<file path="config.mk">
export PLATFORM = sky130hd
export DESIGN_NAME = serdes_lane
export DESIGN_NICKNAME = d
export VERILOG_FILES = /design/src/rtl/serdes_pkg.sv /design/src/rtl/serdes_rx_align.sv /design/src/rtl/serdes_lane.sv
export SDC_FILE = /design/constraint.sdc
export NUM_CORES = 1
export LEC_CHECK = 0
export BUFFER_PORTS_ARGS = -buffer_cell sky130_fd_sc_hd__buf_4
export CAP_MARGIN = 10
export CORE_MARGIN = 3
export CORE_UTILIZATION = 39
export CTS_BUF_LIST = sky130_fd_sc_hd__clkbuf_4 sky130_fd_sc_hd__clkbuf_8
export CTS_CLUSTER_SIZE = 25
export DETAILED_ROUTE_END_ITERATION = 16
export SETUP_SLACK_MARGIN = 0.4
export SKIP_LAST_GASP = 1
export SLEW_MARGIN = 20
export SYNTH_ARGS = -nofsm -noshare
export SYNTH_HDL_FRONTEND = slang
export SYNTH_SLANG_ARGS = --single-unit
</file>
<file path="constraint.sdc">
create_clock -name clk_i -period 2.9 [get_ports clk_i]
set_clock_uncertainty 0.05 [all_clocks]
set_input_delay 0.58 -clock clk_i [delete_from_list [all_inputs] [get_ports clk_i]]
set_output_delay 0.58 -clock clk_i [all_outputs]
set_load 0.05 [all_outputs]
</file>
<file path="src/rtl/serdes_pkg.sv">
// Shared types and constants for the serdes lane.
// The RX alignment FSM states and the default K28.5 comma symbol live here.
package serdes_pkg;

  typedef enum logic [1:0] {
    HUNT   = 2'd0,
    SYNC   = 2'd1,
    LOCKED = 2'd2
  } rx_state_t;

  // K28.5 with negative running disparity; bit0 goes on the line first.
  localparam logic [9:0] K28_5_RDN = 10'h17C;

endpackage

</file>
<file path="src/rtl/serdes_rx_align.sv">
// RX side of the lane: sliding comma window, symbol phase counter,
// HUNT/SYNC/LOCKED alignment FSM and registered symbol outputs.
module serdes_rx_align
  import serdes_pkg::*;
#(
  parameter int               SYM_W    = 10,
  parameter logic [SYM_W-1:0] COMMA    = SYM_W'(K28_5_RDN),
  parameter int               LOCK_CNT = 3,
  parameter int               LOSS_CNT = 4
) (
  input  logic             clk_i,
  input  logic             rst_ni,
  input  logic             rx_bit_i,
  output logic [SYM_W-1:0] rx_data_o,
  output logic             rx_valid_o,
  output logic             rx_is_comma_o,
  output logic             rx_locked_o
);

  localparam int PW = (SYM_W > 1) ? $clog2(SYM_W) : 1;
  localparam int CW = $clog2(LOCK_CNT + 1);
  localparam int MW = $clog2(LOSS_CNT + 1);
  localparam logic [PW-1:0] PH_LAST  = PW'(SYM_W - 1);
  localparam logic [CW-1:0] CNT_MAX  = CW'(LOCK_CNT);
  localparam logic [MW-1:0] MISS_MAX = MW'(LOSS_CNT);

  logic [SYM_W-1:0] window_q;
  logic [PW-1:0]    phase_q;
  logic [CW-1:0]    cnt_q;
  logic [MW-1:0]    miss_q;
  rx_state_t        state_q;
  logic [SYM_W-1:0] rx_data_q;
  logic             rx_valid_q;
  logic             rx_is_comma_q;
  logic             rx_locked_q;

  logic             comma_hit_s;
  logic             boundary_s;
  logic [CW-1:0]    cnt_inc_s;
  logic [MW-1:0]    miss_inc_s;

  // Comma detection, boundary decode and saturating increments.
  always_comb begin
    comma_hit_s = (window_q == COMMA) || (window_q == ~COMMA);
    boundary_s  = (phase_q == PH_LAST);
    if (cnt_q == CNT_MAX) begin
      cnt_inc_s = cnt_q;
    end else begin
      cnt_inc_s = cnt_q + CW'(1);
    end
    if (miss_q == MISS_MAX) begin
      miss_inc_s = miss_q;
    end else begin
      miss_inc_s = miss_q + MW'(1);
    end
  end

  // Window shift, phase tracking and alignment FSM with registered outputs.
  always_ff @(posedge clk_i or negedge rst_ni) begin
    if (!rst_ni) begin
      window_q      <= '0;
      phase_q       <= '0;
      cnt_q         <= '0;
      miss_q        <= '0;
      state_q       <= HUNT;
      rx_data_q     <= '0;
      rx_valid_q    <= 1'b0;
      rx_is_comma_q <= 1'b0;
      rx_locked_q   <= 1'b0;
    end else begin
      window_q      <= {rx_bit_i, window_q[SYM_W-1:1]};
      phase_q       <= boundary_s ? '0 : phase_q + PW'(1);
      rx_valid_q    <= 1'b0;
      rx_is_comma_q <= 1'b0;
      case (state_q)
        HUNT: begin
          rx_locked_q <= 1'b0;
          if (comma_hit_s) begin
            // Treat this cycle as the symbol boundary from now on.
            phase_q <= '0;
            cnt_q   <= CW'(1);
            miss_q  <= '0;
            if (LOCK_CNT == 1) begin
              state_q     <= LOCKED;
              rx_locked_q <= 1'b1;
            end else begin
              state_q <= SYNC;
            end
          end
        end
        SYNC: begin
          if (comma_hit_s && boundary_s) begin
            cnt_q <= cnt_inc_s;
            if (cnt_inc_s >= CNT_MAX) begin
              state_q     <= LOCKED;
              rx_locked_q <= 1'b1;
              miss_q      <= '0;
            end
          end else if (comma_hit_s) begin
            phase_q <= '0;
            cnt_q   <= CW'(1);
          end else if (boundary_s) begin
            state_q <= HUNT;
            cnt_q   <= '0;
          end
        end
        LOCKED: begin
          if (boundary_s) begin
            rx_valid_q    <= 1'b1;
            rx_data_q     <= window_q;
            rx_is_comma_q <= comma_hit_s;
            if (comma_hit_s) begin
              miss_q <= '0;
            end
          end else if (comma_hit_s) begin
            miss_q <= miss_inc_s;
            if (miss_inc_s >= MISS_MAX) begin
              state_q     <= HUNT;
              rx_locked_q <= 1'b0;
              cnt_q       <= '0;
            end
          end
        end
        default: begin
          state_q     <= HUNT;
          rx_locked_q <= 1'b0;
        end
      endcase
    end
  end

  assign rx_data_o     = rx_data_q;
  assign rx_valid_o    = rx_valid_q;
  assign rx_is_comma_o = rx_is_comma_q;
  assign rx_locked_o   = rx_locked_q;

endmodule

</file>
<file path="src/rtl/serdes_lane.sv">
// Single serdes lane: LSB-first serializer with comma fill, loopback mux,
// and the RX alignment block.
module serdes_lane
  import serdes_pkg::*;
#(
  parameter int               SYM_W    = 10,
  parameter logic [SYM_W-1:0] COMMA    = SYM_W'(K28_5_RDN),
  parameter int               LOCK_CNT = 3,
  parameter int               LOSS_CNT = 4
) (
  input  logic             clk_i,
  input  logic             reset_ni,
  input  logic [SYM_W-1:0] tx_data_i,
  input  logic             tx_valid_i,
  output logic             tx_ready_o,
  output logic             ser_out_o,
  input  logic             ser_in_i,
  input  logic             loopback_i,
  output logic [SYM_W-1:0] rx_data_o,
  output logic             rx_valid_o,
  output logic             rx_is_comma_o,
  output logic             rx_locked_o
);

  localparam int BW = (SYM_W > 1) ? $clog2(SYM_W) : 1;
  localparam logic [BW-1:0] BIT_LAST = BW'(SYM_W - 1);

  logic [BW-1:0]    bit_cnt_q, bit_cnt_d;
  logic [SYM_W-1:0] shift_q, shift_d;
  logic             ser_out_q, ser_out_d;
  logic             started_q, started_d;

  logic             load_slot_s;
  logic             tx_ready_s;
  logic [SYM_W-1:0] load_sym_s;
  logic             rx_bit_s;

  // Load slot decode and next-state for the serializer. The first slot after
  // reset is never offered to the source, so the line restarts with a comma.
  always_comb begin
    load_slot_s = (bit_cnt_q == BIT_LAST);
    tx_ready_s  = load_slot_s && started_q;
    started_d   = 1'b1;
    if (tx_ready_s && tx_valid_i) begin
      load_sym_s = tx_data_i;
    end else begin
      load_sym_s = COMMA;
    end
    if (load_slot_s) begin
      bit_cnt_d = '0;
      shift_d   = {1'b0, load_sym_s[SYM_W-1:1]};
      ser_out_d = load_sym_s[0];
    end else begin
      bit_cnt_d = bit_cnt_q + BW'(1);
      shift_d   = {1'b0, shift_q[SYM_W-1:1]};
      ser_out_d = shift_q[0];
    end
    rx_bit_s = loopback_i ? ser_out_q : ser_in_i;
  end

  // Serializer state.
  always_ff @(posedge clk_i or negedge reset_ni) begin
    if (!reset_ni) begin
      bit_cnt_q <= BIT_LAST;
      shift_q   <= COMMA;
      ser_out_q <= 1'b0;
      started_q <= 1'b0;
    end else begin
      bit_cnt_q <= bit_cnt_d;
      shift_q   <= shift_d;
      ser_out_q <= ser_out_d;
      started_q <= started_d;
    end
  end

  assign tx_ready_o = tx_ready_s;
  assign ser_out_o  = ser_out_q;

  serdes_rx_align #(
    .SYM_W   (SYM_W),
    .COMMA   (COMMA),
    .LOCK_CNT(LOCK_CNT),
    .LOSS_CNT(LOSS_CNT)
  ) u_rx_align (
    .clk_i        (clk_i),
    .rst_ni       (reset_ni),
    .rx_bit_i     (rx_bit_s),
    .rx_data_o    (rx_data_o),
    .rx_valid_o   (rx_valid_o),
    .rx_is_comma_o(rx_is_comma_o),
    .rx_locked_o  (rx_locked_o)
  );

endmodule

</file>
==> results.py, run 1 <==
metrics = {
    "grt": {
        "grt_max_degree": 50,
        "track_usage_pct": 14.2,
        "grt_pass1_vias": 1564,
        "grt_pass1_wl_um": 7200,
        "grt-ovfl-total": 0,
        "grt_antenna_before_repair": 0,
    },
    "synth": {
        "synth_cell_types": 43,
        "netlist_area_um2": 2230,
        "synth.top_cell.area_share_pct": 46.0,
        "avgSynthCellArea_um2": 11.1,
        "synth-seq-cells": 49,
        "netlist_top_cells_area": "dfrtp_1, dfstp_2, mux2_2, ha_1, nor2_1",
        "async_reset_ff_share_pct": 100,
        "synth_seq_area_share_pct": 55.4,
        "yosys.area.top_type": "dfrtp_1",
        "synth_most_common_cell": "dfrtp_1",
        "yosysWarnings": 0,
        "synthCells": 201,
        "synth_edf_count": 0,
        "ys.flop_type": "dfrtp_1",
        "synth_nets": 224,
        "yosys-top-cells-count": "dfrtp_1, nor2_1, inv_1, a21oi_1",
    },
    "floorplan": {
        "die-area_um2": 6660,
        "start_util_pct": 42.1,
        "core-area_um2": 5300,
        "num_rows": 26,
        "io_pins": 30,
        "die_y_um": 81.6,
        "die_w_um": 81.6,
    },
    "sta": {
        "grt_setup_unrepaired": "false",
        "hold_violations": 0,
        "timing.fmax_mhz": 434,
        "slew_headroom_pct": 60.6,
        "slew_viol_final": 0,
        "tns_ps": 0,
        "worst_pin_slew_ps": 592,
        "finalCritPeriodShare_pct": 79.4,
        "worst_slack_ps": 596,
        "setup_violations": 0,
        "min_period_ps": 2300,
    },
    "place": {
        "dp_cells": 294,
        "gp_congestion": 0.830,
        "hpwl_um": 2800,
        "place_ws_ps": 801,
        "dpl_cell_area_um2": 2510,
        "port_buffers": 29,
    },
    "pwr": {
        "p_per_area_nw_per_um2": 686,
        "clkPwrFrac_pct": 31.1,
        "p_switching_uw": 527,
        "comb_power_share_pct": 24.0,
        "seq_power_share_pct": 44.9,
        "p_int_uw": 1290,
        "vdd_drop_max_v": 0.000320,
        "switching_share_pct": 29.0,
        "p_leak_uw": 0.00126,
    },
    "cts": {
        "cts_root_buf": "clkbuf_8",
        "post_cts_buffers": 0,
        "htree_num_levels": 2,
        "cts.clk_slew.worst_paths_ps": 90,
        "cts_made_buffers": 5,
        "cts_resized": 0,
        "postCtsHoldBufs": 0,
        "clock_latency_ps": 300,
        "numClockSinks": 49,
        "cts_tree": "yes",
        "clockBufferDepth": 2,
    },
    "critical_path": {
        "arrival_ps": 1670,
        "cp_slowest_cell": "dfstp_2",
        "r2r_slack_ps": 770,
        "critical_path_class": "register to output port",
        "reg2reg_to": "u_rx_align.state_q[1]$_DFFE_PN0P_",
        "cp_top_family": "flip-flops",
        "crit_fanout": 20,
        "cpPeakStageDelay_ps": 570,
        "cpMostUsedCell": "buf_4",
        "path_cells": "inv_1 -> nor3_2 -> buf_4 -> and2_1 -> buf_4",
        "critPathLaunchType": "register",
        "critical_path_required_ps": 2270,
        "startpoint": "bit_cnt_q[0]$_DFF_PN1_",
        "r2r-start": "u_rx_align.phase_q[0]$_DFF_PN0_",
        "reg2reg_depth": 6,
        "crit_path_end_kind": "output port",
        "critPathBufInv": 3,
    },
    "final_layout": {
        "final_cells": 302,
        "drive_above_1_share_pct": 26.3,
        "synthToLayoutAreaGrowth_pct": 18.6,
        "nets": 254,
        "antenna_cells": 0,
        "fill_cells": 483,
        "fin_area_um2": 2650,
    },
    "routing": {
        "vias_per_cell": 5.16,
        "wl_um": 4030,
        "ant_nets": 0,
        "drt_iter0_drc": 81,
        "vias": 1557,
        "firstDrtPassIters": 4,
        "routedWlPerCell_um": 13.3,
        "drc": 0,
    },
    "outcome": {
        "status": "complete, no violations",
    },
    "min_path": {
        "hp-class": "input pin to asynchronous set/reset pin",
    },
    "run": {
        "cap_violations": 0,
    },
}
## power groups by stage
stage | Sequential (µW) | Clock, µW | Combinational [µW]
global placement | 825 | 0 | 432
global route | 826 | 610 | 503
detailed placement | 828 | 0 | 434
finish | 815 | 565 | 436
CTS | 814 | 581 | 438
floorplan | 813 | 0 | 353
## logic make-up (layout without fill, tap and decap cells)
kind of cell	count (synthesis)	in the layout	synth area share, %
xor gates and xnor gates	3	3	1.18
AOI/OAI and AO/OA	41	41	12.6
other	1	1	0.168
DFF	49	49	55.4
muxes	14	14	6.95
and+or+nand+nor	63	63	15.0
adders and majority gates	8	8	4.49
buffers and inverters	22	53	4.15
## how the worst max path moves through the flow
stage                                              to  slack (ps)  cells past startpoint
floorplan                                  tx_ready_o         730                      4
global route                               tx_ready_o         470                      5
global placement    u_rx_align.state_q[1]$_DFFE_PN0P_         850                      6
finish                                     tx_ready_o         600                      5
detailed placement  u_rx_align.state_q[1]$_DFFE_PN0P_         800                      6
CTS                                        tx_ready_o         580                      5
## metrics by stage
stage	utilization, %	total power (µW)	hold WS, ps
CTS	49.9	1830	253
finish	49.9	1820	234
global route	49.9	1940	274
global placement	47.4	1260	351
floorplan	-	1170	234
detailed placement	47.4	1260	351
## placed cells by master, fill, tap and decap left out, types with 2 or more instances in the layout
master | Yosys | layout
a21oi_1 | 14 | 14
a31oi_1 | 2 | 2
o21ai_0 | 9 | 9
dfstp_2 | 8 | 8
buf_4 | 0 | 30
dfrtp_1 | 41 | 41
nand3_1 | 6 | 6
nor2b_1 | 2 | 2
nand2_1 | 11 | 11
ha_1 | 8 | 8
o211ai_1 | 3 | 3
nand2b_1 | 3 | 3
xnor2_1 | 2 | 2
nor2_1 | 22 | 22
inv_1 | 15 | 15
and4_1 | 3 | 3
and4bb_1 | 3 | 3
nand4_1 | 6 | 6
clkbuf_8 | 0 | 5
mux2_2 | 11 | 11
a21boi_0 | 2 | 2
bufinv_16 | 0 | 2
mux2i_1 | 2 | 2
## flip-flops by register name, indices dropped and copies added (netlist names), 2 cells and up
register / flops
bit_cnt_q: 4
shift_q: 9
u_rx_align.cnt_q: 2
u_rx_align.miss_q: 3
u_rx_align.phase_q: 4
u_rx_align.rx_data_o: 10
u_rx_align.state_q: 2
u_rx_align.window_q: 10
## metal layers
| metal | vias to the layer above | routed length (µm) | GRT usage (%) |
|---|---|---|---|
| met4 | 0 | 87 | 6.48 |
| met1 | 747 | 1870 | 18.3 |
| met5 | - | 0 | 0 |
| li1 | 761 | - | - |
| met3 | 10 | 193 | 3.40 |
| met2 | 39 | 1880 | 22.6 |
## layout make-up
cell class / count / area, µm² / area share, %
inverters: 15 / 56.3 / 2.13
clock buffers: 5 / 68.8 / 2.60
clock inverters: 3 / 65.1 / 2.46
repair buffers: 30 / 225 / 8.51
well taps: 70 / 87.6 / 3.31
multi-input cells: 130 / 907 / 34.3
flip-flops and latches: 49 / 1240 / 46.7
(Power assumes the default switching activity.)
==> run 2, diff against run 1 <==
- ABC_AREA: default -> 1
- clock period: 2.9 -> 1.9 ns (I/O delays scaled with it)
==> results.py, run 2 <==
metrics = {
    "final_layout": {
        "synthToLayoutAreaGrowth_pct": 39.5,
        "antenna_cells": 0,
        "nets": 317,
        "mostFrequentLayoutCells": "buf_4, nand2_1, dfrtp_1",
        "final_common_cell": "buf_4",
        "drive_above_1_share_pct": 43.4,
        "final_cells": 365,
        "fill_cells": 456,
    },
    "sta": {
        "setup_violations": 0,
        "hold_slack_ps": 20.8,
        "min_period_ps": 1870,
        "grt_setup_unrepaired": "true",
        "timing.fmax_mhz": 534,
        "hold_violations": 0,
        "slew_headroom_pct": 60.3,
        "worst_pin_slew_ps": 595,
        "slew_viol_final": 0,
        "finalCritPeriodShare_pct": 98.6,
    },
    "place": {
        "hpwl_um": 2700,
        "dp_cells": 333,
        "gp_congestion": 0.849,
        "port_buffers": 29,
    },
    "floorplan": {
        "die_w_um": 80.6,
        "core-area_um2": 5240,
        "num_rows": 26,
        "die_y_um": 80.6,
        "start_util_pct": 41.4,
        "die-area_um2": 6490,
        "io_pins": 30,
    },
    "synth": {
        "synth_nets": 256,
        "synth_edf_count": 0,
        "netlist_top_cells_area": "dfrtp_1, nand2_1, dfstp_2, ha_1, inv_1",
        "synth.top_cell.area_share_pct": 47.3,
        "synth_cell_types": 27,
        "netlist_area_um2": 2170,
        "ys.flop_type": "dfrtp_1",
        "synthCells": 233,
        "avgSynthCellArea_um2": 9.31,
        "yosysWarnings": 0,
        "synth-seq-cells": 49,
        "synth_seq_area_share_pct": 57.0,
        "yosys.area.top_type": "dfrtp_1",
        "yosys-top-cells-count": "nand2_1, dfrtp_1, inv_1, nor2_1, nand3_1",
        "synth_most_common_cell": "nand2_1",
        "async_reset_ff_share_pct": 100,
    },
    "grt": {
        "grt_antenna_before_repair": 0,
        "gr-usage-met1_pct": 17.4,
        "track_usage_pct": 14.2,
        "grt_max_degree": 50,
        "busiest_layer": "met2",
        "grt_pass1_wl_um": 7130,
        "grt_use_met3_pct": 3.48,
        "grt-ovfl-total": 0,
        "grt_use_met2_pct": 24.1,
        "grt_pass1_vias": 1619,
    },
    "cts": {
        "htree_num_levels": 2,
        "cts_root_buf": "clkbuf_8",
        "cts.clk_slew.worst_paths_ps": 100,
        "clock_latency_ps": 310,
        "cts_made_buffers": 5,
        "clockBufferDepth": 2,
        "cts_tree": "yes",
        "numClockSinks": 49,
    },
    "critical_path": {
        "cp_top_family": "flip-flops",
        "cpPeakStageDelay_ps": 560,
        "arrival_ps": 1440,
        "cp_slowest_cell": "dfstp_2",
        "critPathBufInv": 3,
        "crit_fanout": 3,
        "path_cells": "inv_2 -> nor3_4 -> inv_4 -> nor2_8 -> buf_8",
        "critical_path_required_ps": 1470,
        "critPathLaunchType": "register",
        "crit_path_end_kind": "output port",
        "critical_path_class": "register to output port",
    },
    "pwr": {
        "seq_power_share_pct": 42.6,
        "switching_share_pct": 36.4,
        "vdd_drop_max_v": 0.000578,
        "comb_power_share_pct": 35.4,
        "clkPwrFrac_pct": 22.0,
        "p_per_area_nw_per_um2": 991,
        "power.total_uw": 3000,
        "p_int_uw": 1910,
        "p_leak_uw": 0.00153,
        "p_switching_uw": 1090,
    },
    "routing": {
        "wl_um": 4290,
        "ant_nets": 0,
        "vias_per_cell": 4.61,
        "vias": 1683,
        "routedWlPerCell_um": 11.8,
        "firstDrtPassIters": 4,
        "drt_iter0_drc": 65,
        "drc": 0,
    },
    "outcome": {
        "status": "complete, no violations",
    },
    "min_path": {
        "hp-class": "input pin to asynchronous set/reset pin",
    },
    "run": {
        "cap_violations": 0,
    },
}
run 2: changes by cell type after synthesis, sizes merged, moves of 3 or more:
| cell | delta |
|---|---|
| o22a | +6 |
| a21oi | -8 |
| mux2 | -11 |
| nand4 | -6 |
| a32o | +3 |
| inv | +13 |
| and4bb | -3 |
| and4 | -3 |
| clkbuf | -3 |
| nand2 | +63 |
| nand3 | +7 |
| buf | -3 |
| nand2b | -3 |
run 2: worst register-to-register path, stage by stage (launching register included):
cell and delay (ps):
dfrtp_1 430, inv_1 90, ha_1 350, inv_1 130, nor2_1 210, a21oi_4 90, nand3_1 90, nand2_1 50
run 2: final timing paths:
check                      slack [ps]  cells after the start                         startpoint                                   to
setup / recovery                   30                      5             bit_cnt_q[0]$_DFF_PN1_                           tx_ready_o
hold / removal                     20                      1                           reset_ni  u_rx_align.rx_data_o[4]$_DFFE_PN0P_
setup reg to reg                  310                      7  u_rx_align.state_q[1]$_DFFE_PN0P_    u_rx_align.state_q[0]$_DFFE_PN0P_
hold reg to reg                   360                      0   u_rx_align.window_q[9]$_DFF_PN0_     u_rx_align.window_q[8]$_DFF_PN0_
max in group asynchronous        1370                      1                           reset_ni                  ser_out_o$_DFF_PN0_
min in group clk_i                210                      3                       tx_data_i[9]                 shift_q[8]$_DFF_PN1_
run 2: through the flow:
stage	utilization [%]	TNS [ps]	worst slack (ps)	cell area [µm²]
after CTS	52.6	-36.8	-36.8	2760
after global placement	47.8	0	234	2500
final	57.8	0	26.0	3030
after global routing	57.8	-60.9	-60.9	3030
after floorplan	-	0	237	2180
after detailed placement	47.8	0	227	2500
run 2: kinds of logic (layout without fill, tap and decap cells):
group | after synthesis | in the layout | share of synthesized area [%]
AO/OA/AOI/OAI | 27 | 27 | 8.19
other | 1 | 1 | 0.173
flip-flops | 49 | 49 | 57.0
XOR/XNOR | 4 | 4 | 1.62
multiplexers | 1 | 1 | 0.519
adder cells (fa/ha/maj) | 8 | 8 | 4.62
AND/OR/NAND/NOR | 114 | 115 | 22.7
buffers and inverters | 29 | 90 | 5.14
run 2: power groups by stage:
stage,registers [µW],logic [µW],clock network (µW)
floorplan,1260,565,0
global placement,1280,714,0
CTS,1260,883,686
global route,1290,1220,729
detailed placement,1290,733,0
finish,1280,1060,660
run 2: layout make-up:
class / count / area (µm²) / area share, %
clock buffer: 5 / 68.8 / 2.27
clock inverter: 3 / 28.8 / 0.951
inverter: 28 / 115 / 3.80
multi-input combinational: 156 / 1040 / 34.5
sequential: 49 / 1240 / 40.9
tap: 70 / 87.6 / 2.89
timing repair buffer: 54 / 445 / 14.7
run 2: what timing repair did:
item | 4_1_cts | 5_1_grt
cloned | 1 | 1
setup buffers | 12 | 10
pin swaps | 14 | 22
hold buffers | 0 | 0
resized for setup | 24 | 46
setup endpoints to repair | 11 | 30
run 2: per-layer routing:
| metal | vias up | wire length, µm | share of wire, % |
|---|---|---|---|
| met5 | - | 0 | 0 |
| met4 | 0 | 65 | 1.5 |
| met3 | 7 | 162 | 3.8 |
| met2 | 25 | 2060 | 48 |
| met1 | 793 | 2010 | 47 |
| li1 | 858 | - | - |
